### src/rtl/div_pkg.sv
// Shared types and constants for the sequential restoring divider.
//   div_state_e : controller states (IDLE, RUN, DONE)
//   DIV_WIDTH   : default operand/result width
//   CNT_W       : iteration counter width for the default width
//   cnt_w()     : iteration counter width for any width, clog2(w+1)
//   DBZ_QUO     : divide-by-zero quotient (all ones) at the default width
package div_pkg;

  typedef enum logic [1:0] {
    IDLE = 2'd0,
    RUN  = 2'd1,
    DONE = 2'd2
  } div_state_e;

  localparam int unsigned DIV_WIDTH = 8;

  // Counter must hold the value WIDTH itself, hence the +1.
  function automatic int unsigned cnt_w(input int unsigned w);
    return $clog2(w + 1);
  endfunction

  localparam int unsigned CNT_W = $clog2(DIV_WIDTH + 1);

  localparam logic [DIV_WIDTH-1:0] DBZ_QUO = '1;

endpackage

### src/rtl/div_step.sv
// One combinational restoring-division step.
//   prem     in  WIDTH  partial remainder before the shift
//   dvd_msb  in  1      dividend bit shifted into the partial remainder
//   divisor  in  WIDTH  divisor magnitude
//   prem_nxt out WIDTH  partial remainder after the conditional subtract
//   qbit     out 1      quotient bit produced by this step
module div_step #(
  parameter int unsigned WIDTH = 8
) (
  input  logic [WIDTH-1:0] prem,
  input  logic             dvd_msb,
  input  logic [WIDTH-1:0] divisor,
  output logic [WIDTH-1:0] prem_nxt,
  output logic             qbit
);

  logic [WIDTH:0] shifted;
  logic [WIDTH:0] dsr_ext;

  // Compare at WIDTH+1 bits so the bit shifted out of prem is not lost.
  always_comb begin
    shifted  = {prem, dvd_msb};
    dsr_ext  = {1'b0, divisor};
    qbit     = (shifted >= dsr_ext);
    prem_nxt = qbit ? WIDTH'(shifted - dsr_ext) : shifted[WIDTH-1:0];
  end

endmodule

### src/rtl/seq_divider.sv
// Multi-cycle restoring divider, one quotient bit per clock, start/done handshake.
// Optional macro DIV_SIGNED_EN adds signed_op for two's-complement truncating division.
//   clk, rst_n  : clock, async active-low reset
//   start       : request, sampled only when not busy
//   dividend    : numerator, captured with start
//   divisor     : denominator, captured with start
//   signed_op   : signed request (DIV_SIGNED_EN builds only)
//   busy        : high while iterating
//   done        : one-cycle pulse, results valid
//   quo, rem    : quotient/remainder, held until next completion
//   div_by_zero : captured divisor was zero, held with results
module seq_divider
  import div_pkg::*;
#(
  parameter int unsigned WIDTH = DIV_WIDTH
) (
  input  logic             clk,
  input  logic             rst_n,
  input  logic             start,
  input  logic [WIDTH-1:0] dividend,
  input  logic [WIDTH-1:0] divisor,
`ifdef DIV_SIGNED_EN
  input  logic             signed_op,
`endif
  output logic             busy,
  output logic             done,
  output logic [WIDTH-1:0] quo,
  output logic [WIDTH-1:0] rem,
  output logic             div_by_zero
);

  localparam int unsigned CW = cnt_w(WIDTH);

  div_state_e       state, state_nxt;
  logic [WIDTH-1:0] prem, dvd, dsr;
  logic [CW-1:0]    cnt;
  logic             neg_q, neg_r;

  logic             accept_c, dbz_c, last_c;
  logic             a_neg_c, b_neg_c;
  logic [WIDTH-1:0] a_mag_c, b_mag_c;
  logic [WIDTH-1:0] step_prem;
  logic             step_q;
  logic [WIDTH-1:0] q_c;

  // Operand magnitudes and sign capture.
`ifdef DIV_SIGNED_EN
  always_comb begin
    a_neg_c = signed_op & dividend[WIDTH-1];
    b_neg_c = signed_op & divisor[WIDTH-1];
    a_mag_c = a_neg_c ? -dividend : dividend;
    b_mag_c = b_neg_c ? -divisor  : divisor;
  end
`else
  always_comb begin
    a_neg_c = 1'b0;
    b_neg_c = 1'b0;
    a_mag_c = dividend;
    b_mag_c = divisor;
  end
`endif

  always_comb begin
    accept_c = start && (state != RUN);
    dbz_c    = (divisor == '0);
    last_c   = (cnt == CW'(1));
    q_c      = {dvd[WIDTH-2:0], step_q};
  end

  div_step #(.WIDTH(WIDTH)) u_step (
    .prem     (prem),
    .dvd_msb  (dvd[WIDTH-1]),
    .divisor  (dsr),
    .prem_nxt (step_prem),
    .qbit     (step_q)
  );

  // State register.
  always_ff @(posedge clk or negedge rst_n) begin
    if (!rst_n) state <= IDLE;
    else        state <= state_nxt;
  end

  // Next-state logic.
  always_comb begin
    state_nxt = state;
    case (state)
      IDLE, DONE: begin
        if (start)              state_nxt = dbz_c ? DONE : RUN;
        else if (state == DONE) state_nxt = IDLE;
      end
      RUN:     if (last_c) state_nxt = DONE;
      default: state_nxt = IDLE;
    endcase
  end

  // Handshake outputs registered from the next state.
  always_ff @(posedge clk or negedge rst_n) begin
    if (!rst_n) begin
      busy <= 1'b0;
      done <= 1'b0;
    end else begin
      busy <= (state_nxt == RUN);
      done <= (state_nxt == DONE);
    end
  end

  // Datapath: operand capture, iteration, and result load on entry to DONE.
  always_ff @(posedge clk or negedge rst_n) begin
    if (!rst_n) begin
      prem        <= '0;
      dvd         <= '0;
      dsr         <= '0;
      cnt         <= '0;
      neg_q       <= 1'b0;
      neg_r       <= 1'b0;
      quo         <= '0;
      rem         <= '0;
      div_by_zero <= 1'b0;
    end else if (accept_c) begin
      prem  <= '0;
      dvd   <= a_mag_c;
      dsr   <= b_mag_c;
      cnt   <= CW'(WIDTH);
      neg_q <= a_neg_c ^ b_neg_c;
      neg_r <= a_neg_c;
      if (dbz_c) begin
        // Raw dividend is returned even for signed requests.
        quo         <= '1;
        rem         <= dividend;
        div_by_zero <= 1'b1;
      end
    end else if (state == RUN) begin
      prem <= step_prem;
      dvd  <= q_c;
      cnt  <= cnt - CW'(1);
      if (last_c) begin
        quo         <= neg_q ? -q_c : q_c;
        rem         <= neg_r ? -step_prem : step_prem;
        div_by_zero <= 1'b0;
      end
    end
  end

endmodule

### config.mk
export PLATFORM = sky130hd
export DESIGN_NAME = seq_divider
export DESIGN_NICKNAME = d
export VERILOG_FILES = /design/src/rtl/div_pkg.sv /design/src/rtl/div_step.sv /design/src/rtl/seq_divider.sv
export SDC_FILE = /design/constraint.sdc
export NUM_CORES = 1
export LEC_CHECK = 0
export BUFFER_PORTS_ARGS = -buffer_cell sky130_fd_sc_hd__buf_4
export CORE_ASPECT_RATIO = 0.8
export CORE_MARGIN = 2
export CORE_UTILIZATION = 35
export CTS_BUF_LIST = sky130_fd_sc_hd__clkbuf_8
export DETAILED_ROUTE_END_ITERATION = 8
export PLACE_DENSITY = 0.6
export SLEW_MARGIN = 10
export SYNTH_ARGS = -nofsm -noshare
export SYNTH_HDL_FRONTEND = slang
export SYNTH_SLANG_ARGS = --single-unit
### constraint.sdc
create_clock -name clk -period 5.9 [get_ports clk]
set_clock_uncertainty 0.15 [all_clocks]
set_input_delay 1.77 -clock clk [delete_from_list [all_inputs] [get_ports clk]]
set_output_delay 1.77 -clock clk [all_outputs]
set_load 0.005 [all_outputs]
==> flow_metrics.env, run 1 <==
export IMPL_start_util=0.366
export IMPL_r2r_slack_ns=3.27
export IMPL_period_share=0.575
export IMPL_cts_buffers_inserted=5
export IMPL_insertion_delay_ns=0.31
export IMPL_hold_worst_slack_ns=0.365
export IMPL_startpoint="divisor[5]"
export IMPL_status="finished, final reports clean"
export IMPL_grtUsageTotal=0.146
export IMPL_swShare=0.410
export IMPL_whs_endpoint="dsr[2]"
export IMPL_multiInputGateArea_sq_um=1230
export IMPL_die_h_um=80.5
export IMPL_layout_min_cycle_time_ns=3.40
export IMPL_synthSimpleGateAreaFrac=0.160
export IMPL_grt_pass1_wl_mm=9.27
export IMPL_cts_max_level=2
export IMPL_portBuffers=37
export IMPL_cts_path_max_buffers=2
export IMPL_drv_cap=0
export IMPL_setup_viol=0
export IMPL_cts_tree="built"
export IMPL_fmax_ghz=0.295
export IMPL_stdcell_count=375
export IMPL_synth_top_family_by_area="simple AND/OR/NAND/NOR gates"
export IMPL_synthXorXnorAreaFrac=0.0171
export IMPL_drt_iter0_markers=105
export IMPL_drive_gt1_frac=0.229
export IMPL_worstHoldPathType="reg2reg"
export IMPL_fill_cells=708
export IMPL_syn_area_sq_um=2560
export IMPL_crit_arrival_ns=3.48
export IMPL_drc=0
export IMPL_gp_congestion=0.879
export IMPL_final_max_slew_viol_count=0
export IMPL_synthMuxAreaShare=0.0919
export IMPL_ys_flop_type="dfrtp_1"
export IMPL_register_area_sq_um=1230
export IMPL_timing_rr_start="state[1]"
export IMPL_postCtsHoldBufs=0
export IMPL_pwr_density_cell_nw_per_um2=586
export IMPL_root_buffer="clkbuf_8"
export IMPL_p_leak_nw=1.37
export IMPL_crit_fanout=17
export IMPL_power_mw=1.75
export IMPL_clk_pin_slew_ns=0.09
export IMPL_worstHoldStart="dsr[2]"
export IMPL_cp_end_kind="flop"
export IMPL_synthCells=252
export IMPL_first_global_vias=1901
export IMPL_routed_wirelength_mm=5.58
export IMPL_tns_ns=0
export IMPL_synthAdderAreaFrac=0.0567
export IMPL_drt_pass1_iter_count=4
export IMPL_die_x_um=99.6
export IMPL_antenna_left=0
export IMPL_cp_required_ns=5.99
export IMPL_cts_resized=0
export IMPL_rsz0062_at_grt="no"
export IMPL_grt_max_degree=50
export IMPL_seq_area_frac_synth=0.479
export IMPL_die_area_sq_um=8010
export IMPL_pwr_share_clk=0.117
export IMPL_vias_per_cell=5.17
export IMPL_synthArstFlopShare=1.00
export IMPL_n_antenna_cell=0
export IMPL_num_rows=27
export IMPL_combPwrFrac=0.541
export IMPL_vias=1938
export IMPL_gr_total_overflow=0
export IMPL_max_vdd_ir_drop_mv=0.176
export IMPL_slew_headroom=0.426
export IMPL_syn_nets=282
export IMPL_placed_cells=367
export IMPL_power_switching_mw=0.718
export IMPL_cts_setup_buffers=0
export IMPL_synth_seq_cells=49
export IMPL_core_sq_um=6990
export IMPL_min_path_cells=1
export IMPL_area_growth_pct=16.9
export IMPL_ios=38
export IMPL_syn_area_per_cell_sq_um=10.2
export IMPL_rr_worst_depth=6
export IMPL_intPower_mw=1.03
export IMPL_critical_path_class="in2reg"
export IMPL_ys_warnings_count=0
export IMPL_post_route_util=0.428
export IMPL_hpwl_mm=3.88
export IMPL_worst_setup_path_start_kind="input port"
export IMPL_worst_pin_slew_ns=0.860
export IMPL_clock_sinks=49
export IMPL_synth_cell_type_count=47
export IMPL_fin_nets=317
export IMPL_synth_edf_count=0
export IMPL_p_seq_frac=0.342
export IMPL_synth_compound_area_frac=0.154
export IMPL_grt_antenna_before_repair=0
export IMPL_wl_per_cell_um=14.9
export IMPL_worst_r2r_endpoint="rem[1]"
export IMPL_finalHoldViolations=0
through the flow:
stage	worst slack [ns]	cell area [sq um]
CTS	2.44	2990
global route	2.29	2990
global placement	2.20	2900
floorplan	2.86	2560
detailed placement	2.10	2900
finish	2.51	2990
cells in the final DEF (no fill, tap or decap), types with 8 or more instances in the layout:
master | Yosys | final
dfrtp_1 | 49 | 49
buf_4 | 3 | 39
o21ai_0 | 36 | 36
nand2_1 | 24 | 24
nor2_1 | 14 | 14
mux2i_1 | 13 | 13
inv_1 | 12 | 12
or3_1 | 12 | 12
ha_1 | 10 | 10
a21oi_1 | 9 | 9
mux2_2 | 8 | 8
worst max path at each step:
stage	slack [ns]	end
floorplan	2.86	rem[7]
global placement	2.20	rem[1]
detailed placement	2.10	rem[2]
CTS	2.44	rem[2]
global route	2.29	rem[1]
finish	2.51	rem[1]
logic make-up (layout without fill, tap and decap cells):
family                     after synthesis  count (layout)
adders and majority gates               11              11
and+or+nand+nor                         77              77
xor gates and xnor gates                 5               5
muxes                                   22              22
DFF                                     49              49
AOI/OAI and AO/OA                       65              65
buffers and inverters                   23              59
synthesized netlist by cell type (all sizes together) (5+ instances only):
| cell | instances | area share |
|---|---|---|
| buf | 6 | 0.016 |
| nor2 | 15 | 0.023 |
| dfrtp | 49 | 0.48 |
| mux2 | 9 | 0.041 |
| ha | 10 | 0.049 |
| or3 | 12 | 0.029 |
| nand2 | 26 | 0.042 |
| clkbuf | 5 | 0.0073 |
| nand3b | 7 | 0.021 |
| mux2i | 13 | 0.051 |
| o21ai | 38 | 0.076 |
| inv | 12 | 0.018 |
| a21oi | 11 | 0.024 |
power groups by stage:
stage / sequential [mW] / clock [mW] / combinational (mW)
global placement: 0.605 / 0 / 0.931
detailed placement: 0.606 / 0 / 0.948
finish: 0.600 / 0.204 / 0.948
floorplan: 0.587 / 0 / 0.690
global route: 0.619 / 0.225 / 1.06
CTS: 0.601 / 0.212 / 0.955
area by class of cell:
cell class                 count  share of cell area
clock buffer                   5              0.0230
clock inverter                 3             0.00753
inverter                      12              0.0151
multi-input combinational    180               0.410
sequential                    49               0.410
tap                           87              0.0364
timing repair buffer          39              0.0979
registers in the layout, indices dropped and copies added (netlist names):
signal       count
quo              8
done             1
div_by_zero      1
busy             1
cnt              4
dvd              8
dsr              8
prem             8
state            2
rem              8
per-layer routing:
layer	up-vias	wire length [um]	global-route usage
li1	952	-	-
met1	937	2810	0.209
met2	43	2480	0.217
met3	6	228	0.0339
met4	0	59	0.0479
met5	-	0	0
critical path, stage by stage:
cell     delay [ns]
buf_4          0.11
nor4_1         0.43
nand2_1        0.18
nor2_2         0.57
or3_1          0.19
o21ai_0        0.10
a21oi_2        0.13
Power figures use the tool's default switching activity.
==> run 2: changes to the inputs <==
Settings changed: PLACE_DENSITY 0.6 to 0.62.
Clock period 5.9 ns to 2.9 ns, I/O delays scaled along.
==> run 2 against run 1 <==
Largest power group unchanged. Core utilization increased by 0.20 points. First-iteration DRC count rose by 2.9%. Cell area grew 0.46%. Setup slack got worse by 2.0 ns. Die area unchanged. Cell count increased by 0.53%. Critical endpoint is now rem[6]. Sequential power up 100%.
==> flow_metrics.env, run 2 (synthesized netlist as in run 1, its figures left out) <==
export IMPL_drt_pass1_iter_count=5
export IMPL_die_h_um=80.5
export IMPL_swShare=0.404
export IMPL_cts_tree="built"
export IMPL_r2r_slack_ns=0.50
export IMPL_crit_chain="inv_1 -> ha_1 -> fa_1 -> nor2b_4 -> o31a_1 -> o21a_1 -> or3_1 -> a32oi_1 -> a21oi_1"
export IMPL_cts_max_level=2
export IMPL_min_path_cells=2
export IMPL_layout_commonest_cell="dfrtp_1"
export IMPL_gp_congestion=0.854
export IMPL_worstHoldStart="div_by_zero"
export IMPL_layout_min_cycle_time_ns=2.40
export IMPL_slowest_delay_ns=0.40
export IMPL_die_area_sq_um=8010
export IMPL_pwr_share_clk=0.116
export IMPL_n_antenna_cell=0
export IMPL_crit_arrival_ns=2.44
export IMPL_p_leak_nw=1.37
export IMPL_max_vdd_ir_drop_mv=0.376
export IMPL_ios=38
export IMPL_placed_area_sq_um=2920
export IMPL_area_growth_pct=17.5
export IMPL_worstHoldPathType="reg2reg"
export IMPL_cts_buffers_inserted=5
export IMPL_power_switching_mw=1.43
export IMPL_worst_setup_path_start_kind="flop"
export IMPL_wl_per_cell_um=14.2
export IMPL_multiInputGateArea_sq_um=1230
export IMPL_cts_path_max_buffers=2
export IMPL_status="finished, final reports clean"
export IMPL_combPwrFrac=0.539
export IMPL_p_seq_frac=0.345
export IMPL_postCtsHoldBufs=0
export IMPL_intPower_mw=2.11
export IMPL_drive_gt1_frac=0.234
export IMPL_vias=1927
export IMPL_rsz0062_at_grt="no"
export IMPL_gr_total_overflow=0
export IMPL_cp_required_ns=2.94
export IMPL_fmax_ghz=0.417
export IMPL_whs_endpoint="div_by_zero"
export IMPL_drv_cap=0
export IMPL_pwr_density_cell_nw_per_um2=1180
export IMPL_tns_ns=0
export IMPL_crit_fanout=2
export IMPL_timing_rr_start="dvd[7]"
export IMPL_final_max_slew_viol_count=0
export IMPL_final_cell_mix="dfrtp_1, buf_4, o21ai_0, nand2_1, nor2_1"
export IMPL_fin_nets=319
export IMPL_clk_pin_slew_ns=0.10
export IMPL_critical_path_class="reg2reg"
export IMPL_cts_setup_buffers=0
export IMPL_root_buffer="clkbuf_8"
export IMPL_start_util=0.366
export IMPL_drc=0
export IMPL_finalHoldViolations=0
export IMPL_slew_headroom=0.577
export IMPL_cp_top_family="compound AO/OA/AOI/OAI gates"
export IMPL_core_sq_um=6990
export IMPL_grt_max_degree=50
export IMPL_vias_per_cell=5.11
export IMPL_grtUsageTotal=0.146
export IMPL_first_global_vias=1881
export IMPL_grt_pass1_wl_mm=9.08
export IMPL_worst_pin_slew_ns=0.635
export IMPL_rr_worst_depth=9
export IMPL_period_share=0.827
export IMPL_routed_wirelength_mm=5.35
export IMPL_hpwl_mm=3.85
export IMPL_register_area_sq_um=1230
export IMPL_setup_viol=0
export IMPL_drt_iter0_markers=108
export IMPL_cp_end_kind="flop"
export IMPL_grt_antenna_before_repair=0
export IMPL_die_x_um=99.6
export IMPL_worst_r2r_endpoint="rem[6]"
export IMPL_cts_resized=0
export IMPL_fin_area_sq_um=3010
export IMPL_fill_cells=682
export IMPL_antenna_left=0
export IMPL_insertion_delay_ns=0.31
export IMPL_cp_buffers_inverters=1
export IMPL_critPathSlowestCell="dfrtp_1"
export IMPL_clock_sinks=49
export IMPL_portBuffers=37
export IMPL_num_rows=27
[run 2: layout make-up]
type                            instances  area share
Clock buffer                            5      0.0229
Clock inverter                          3     0.00708
Inverter                               12      0.0150
Multi-Input combinational cell        180       0.408
Sequential cell                        49       0.408
Tap cell                               87      0.0362
Timing Repair Buffer                   41       0.102
[run 2: power groups by stage]
stage | clock network, mW | logic, mW | registers (mW)
2_1_floorplan | 0 | 1.40 | 1.19
3_3_place_gp | 0 | 1.90 | 1.23
3_5_place_dp | 0 | 1.92 | 1.23
4_1_cts | 0.429 | 1.93 | 1.22
5_1_grt | 0.461 | 2.17 | 1.27
6_report | 0.410 | 1.91 | 1.22
[run 2: tightest hold or removal path, cell delays in order, from the launching register on]
cell	delay [ns]
dfrtp_1	0.35
nor2_1	0.05
nor2_1	0.07
[run 2: how the worst max path moves through the flow]
stage / end / depth (start not counted) / slack [ns] / startpoint
final: rem[6] / 9 / 0.50 / dvd[7]
after detailed placement: rem[4] / 8 / 0.35 / divisor[5]
after global placement: rem[6] / 8 / 0.38 / divisor[5]
after CTS: rem[6] / 9 / 0.49 / dvd[7]
after floorplan: rem[7] / 7 / 0.76 / divisor[1]
after global routing: rem[6] / 9 / 0.37 / dvd[7]
[run 2: metrics by stage]
step                instances  hold slack (ns)  power, mW  worst slack, ns  utilization
global route              377            0.389       3.90            0.367        0.430
global placement          369            0.331       3.13            0.383        0.417
finish                    377            0.352       3.54            0.503        0.430
floorplan                 252            0.317       2.60            0.763            -
CTS                       377            0.362       3.58            0.493        0.430
detailed placement        369            0.339       3.15            0.350        0.417
[run 2: routing by layer]
layer / GRT usage / up-vias / wire length [um]
met2: 0.220 / 42 / 2270
li1: - / 964 / -
met5: 0 / - / 0
met3: 0.0322 / 7 / 282
met1: 0.209 / 914 / 2740
met4: 0.0479 / 0 / 66
==> run 3: changes to the inputs <==
Clock period 2.9 ns to 2.2 ns, I/O delays scaled along.
==> run 3 against run 2 <==
Routed wire length grew 8.1%. Clock power grew 59%. Critical endpoint unchanged. Cell count grew 4.5%. First-iteration DRC count shrank 12%. Hold slack lost 0.14 ns.
==> flow_metrics.env, run 3 (synthesized netlist as in run 1, its figures left out) <==
export IMPL_grt_busiest_layer="met2"
export IMPL_post_route_util=0.472
export IMPL_grt_antenna_before_repair=0
export IMPL_cts_tree="built"
export IMPL_worst_pin_slew_ns=0.638
export IMPL_num_rows=27
export IMPL_drt_iter0_markers=95
export IMPL_cts_max_level=2
export IMPL_pwr_share_clk=0.122
export IMPL_hpwl_mm=4.17
export IMPL_combPwrFrac=0.573
export IMPL_met3_usage=0.0357
export IMPL_core_sq_um=6990
export IMPL_drive_gt1_frac=0.319
export IMPL_die_h_um=80.5
export IMPL_worstHoldPathType="in2async"
export IMPL_gr_usage_met2=0.229
export IMPL_n_antenna_cell=0
export IMPL_final_max_slew_viol_count=0
export IMPL_ios=38
export IMPL_grt_pass1_wl_mm=9.45
export IMPL_cp_end_kind="flop"
export IMPL_intPower_mw=3.24
export IMPL_p_leak_nw=1.48
export IMPL_max_vdd_ir_drop_mv=0.606
export IMPL_finalHoldViolations=0
export IMPL_grtUsageTotal=0.151
export IMPL_grt_use_met1=0.218
export IMPL_crit_chain="inv_2 -> ha_4 -> fa_2 -> nor2b_4 -> o31a_1 -> o21a_1 -> or3_4 -> a32oi_2 -> a21oi_1"
export IMPL_fin_nets=336
export IMPL_die_area_sq_um=8010
export IMPL_r2r_slack_ns=0.01
export IMPL_start_util=0.366
export IMPL_portBuffers=37
export IMPL_cp_top_family="compound AO/OA/AOI/OAI gates"
export IMPL_layout_commonest_cell="buf_4"
export IMPL_slowest_delay_ns=0.39
export IMPL_register_area_sq_um=1230
export IMPL_crit_arrival_ns=2.23
export IMPL_critical_path_class="reg2reg"
export IMPL_worst_setup_path_start_kind="flop"
export IMPL_routed_wirelength_mm=5.79
export IMPL_vias=1923
export IMPL_drt_pass1_iter_count=4
export IMPL_fmax_ghz=0.457
export IMPL_cts_buffers_inserted=5
export IMPL_layout_min_cycle_time_ns=2.19
export IMPL_critPathSlowestCell="dfrtp_1"
export IMPL_status="finished, final reports clean"
export IMPL_die_x_um=99.6
export IMPL_setup_viol=0
export IMPL_gp_congestion=0.859
export IMPL_fill_cells=657
export IMPL_pwr_density_cell_nw_per_um2=1620
export IMPL_wl_per_cell_um=14.7
export IMPL_tns_ns=0
export IMPL_insertion_delay_ns=0.30
export IMPL_crit_fanout=2
export IMPL_first_global_vias=1922
export IMPL_cp_required_ns=2.24
export IMPL_multiInputGateArea_sq_um=1330
export IMPL_rsz0062_at_grt="yes"
export IMPL_slew_headroom=0.575
export IMPL_drc=0
export IMPL_cp_buffers_inverters=1
export IMPL_final_cell_mix="buf_4, dfrtp_1, o21ai_0, nand2_1"
export IMPL_gr_total_overflow=0
export IMPL_antenna_left=0
export IMPL_grt_max_degree=50
export IMPL_drv_cap=0
export IMPL_root_buffer="clkbuf_8"
export IMPL_vias_per_cell=4.88
export IMPL_period_share=0.994
export IMPL_power_switching_mw=2.12
export IMPL_cts_path_max_buffers=2
export IMPL_clock_sinks=49
export IMPL_clk_pin_slew_ns=0.10
export IMPL_p_seq_frac=0.305
export IMPL_area_growth_pct=28.9
export IMPL_swShare=0.395
[run 3: changes by cell type in the layout (fill, tap and decap cells not counted), moves of 2 or more]
cell	change
buf_12	+3
a32oi_1	-2
buf_4	+12
a32oi_2	+2
ha_4	+3
ha_1	-3
[run 3: final cells by class]
cell class                 count  area share
multi-input combinational    181       0.404
sequential                    49       0.372
timing repair buffer          57       0.142
tap                           87      0.0330
clock buffer                   5      0.0209
clock inverter                 3      0.0140
inverter                      12      0.0137
[run 3: power by group through the flow]
stage	registers, mW	clock network (mW)	logic [mW]
floorplan	1.57	0	1.85
global placement	1.63	0	2.68
detailed placement	1.63	0	2.73
CTS	1.62	0.686	2.77
global route	1.69	0.719	3.40
finish	1.63	0.652	3.07
[run 3: what timing repair did]
item,CTS,global route
cloned,0,1
hold buffers,0,0
gates resized for setup,4,15
pin swaps,3,4
setup endpoints to repair,2,17
setup buffers,0,2
[run 3: worst paths after layout]
path                         from           to  cells past startpoint
max in group asynchronous   rst_n         busy                      1
min in group clk           dsr[2]       dsr[2]                      1
hold / removal              rst_n  div_by_zero                      1
setup reg to reg           dvd[7]       rem[6]                      9
setup / recovery           dvd[7]       rem[6]                      9
hold reg to reg            dsr[2]       dsr[2]                      1
[run 3: worst reg2reg max path: stages, from the launching register on]
cell     delay (ns)
dfrtp_1        0.39
inv_2          0.08
ha_4           0.14
fa_2           0.23
nor2b_4        0.05
o31a_1         0.25
o21a_1         0.19
or3_4          0.33
a32oi_2        0.19
a21oi_1        0.09
[run 3: per-layer routing]
metal,wire length [um],up-vias
li1,-,995
met1,2930,891
met2,2600,35
met3,232,2
met4,23,0
met5,0,-
[run 3: through the flow]
stage / instance area (sq um) / cells / hold slack, ns / setup slack (ns) / power, mW
3_3_place_gp: 3060 / 383 / 0.329 / -0.0888 / 4.30
3_5_place_dp: 3060 / 383 / 0.347 / -0.132 / 4.36
4_1_cts: 3190 / 391 / 0.238 / 0.00355 / 5.08
6_report: 3300 / 394 / 0.211 / 0.0133 / 5.35
2_1_floorplan: 2560 / 252 / 0.214 / 0.0767 / 3.43
5_1_grt: 3300 / 394 / 0.259 / -0.0485 / 5.81
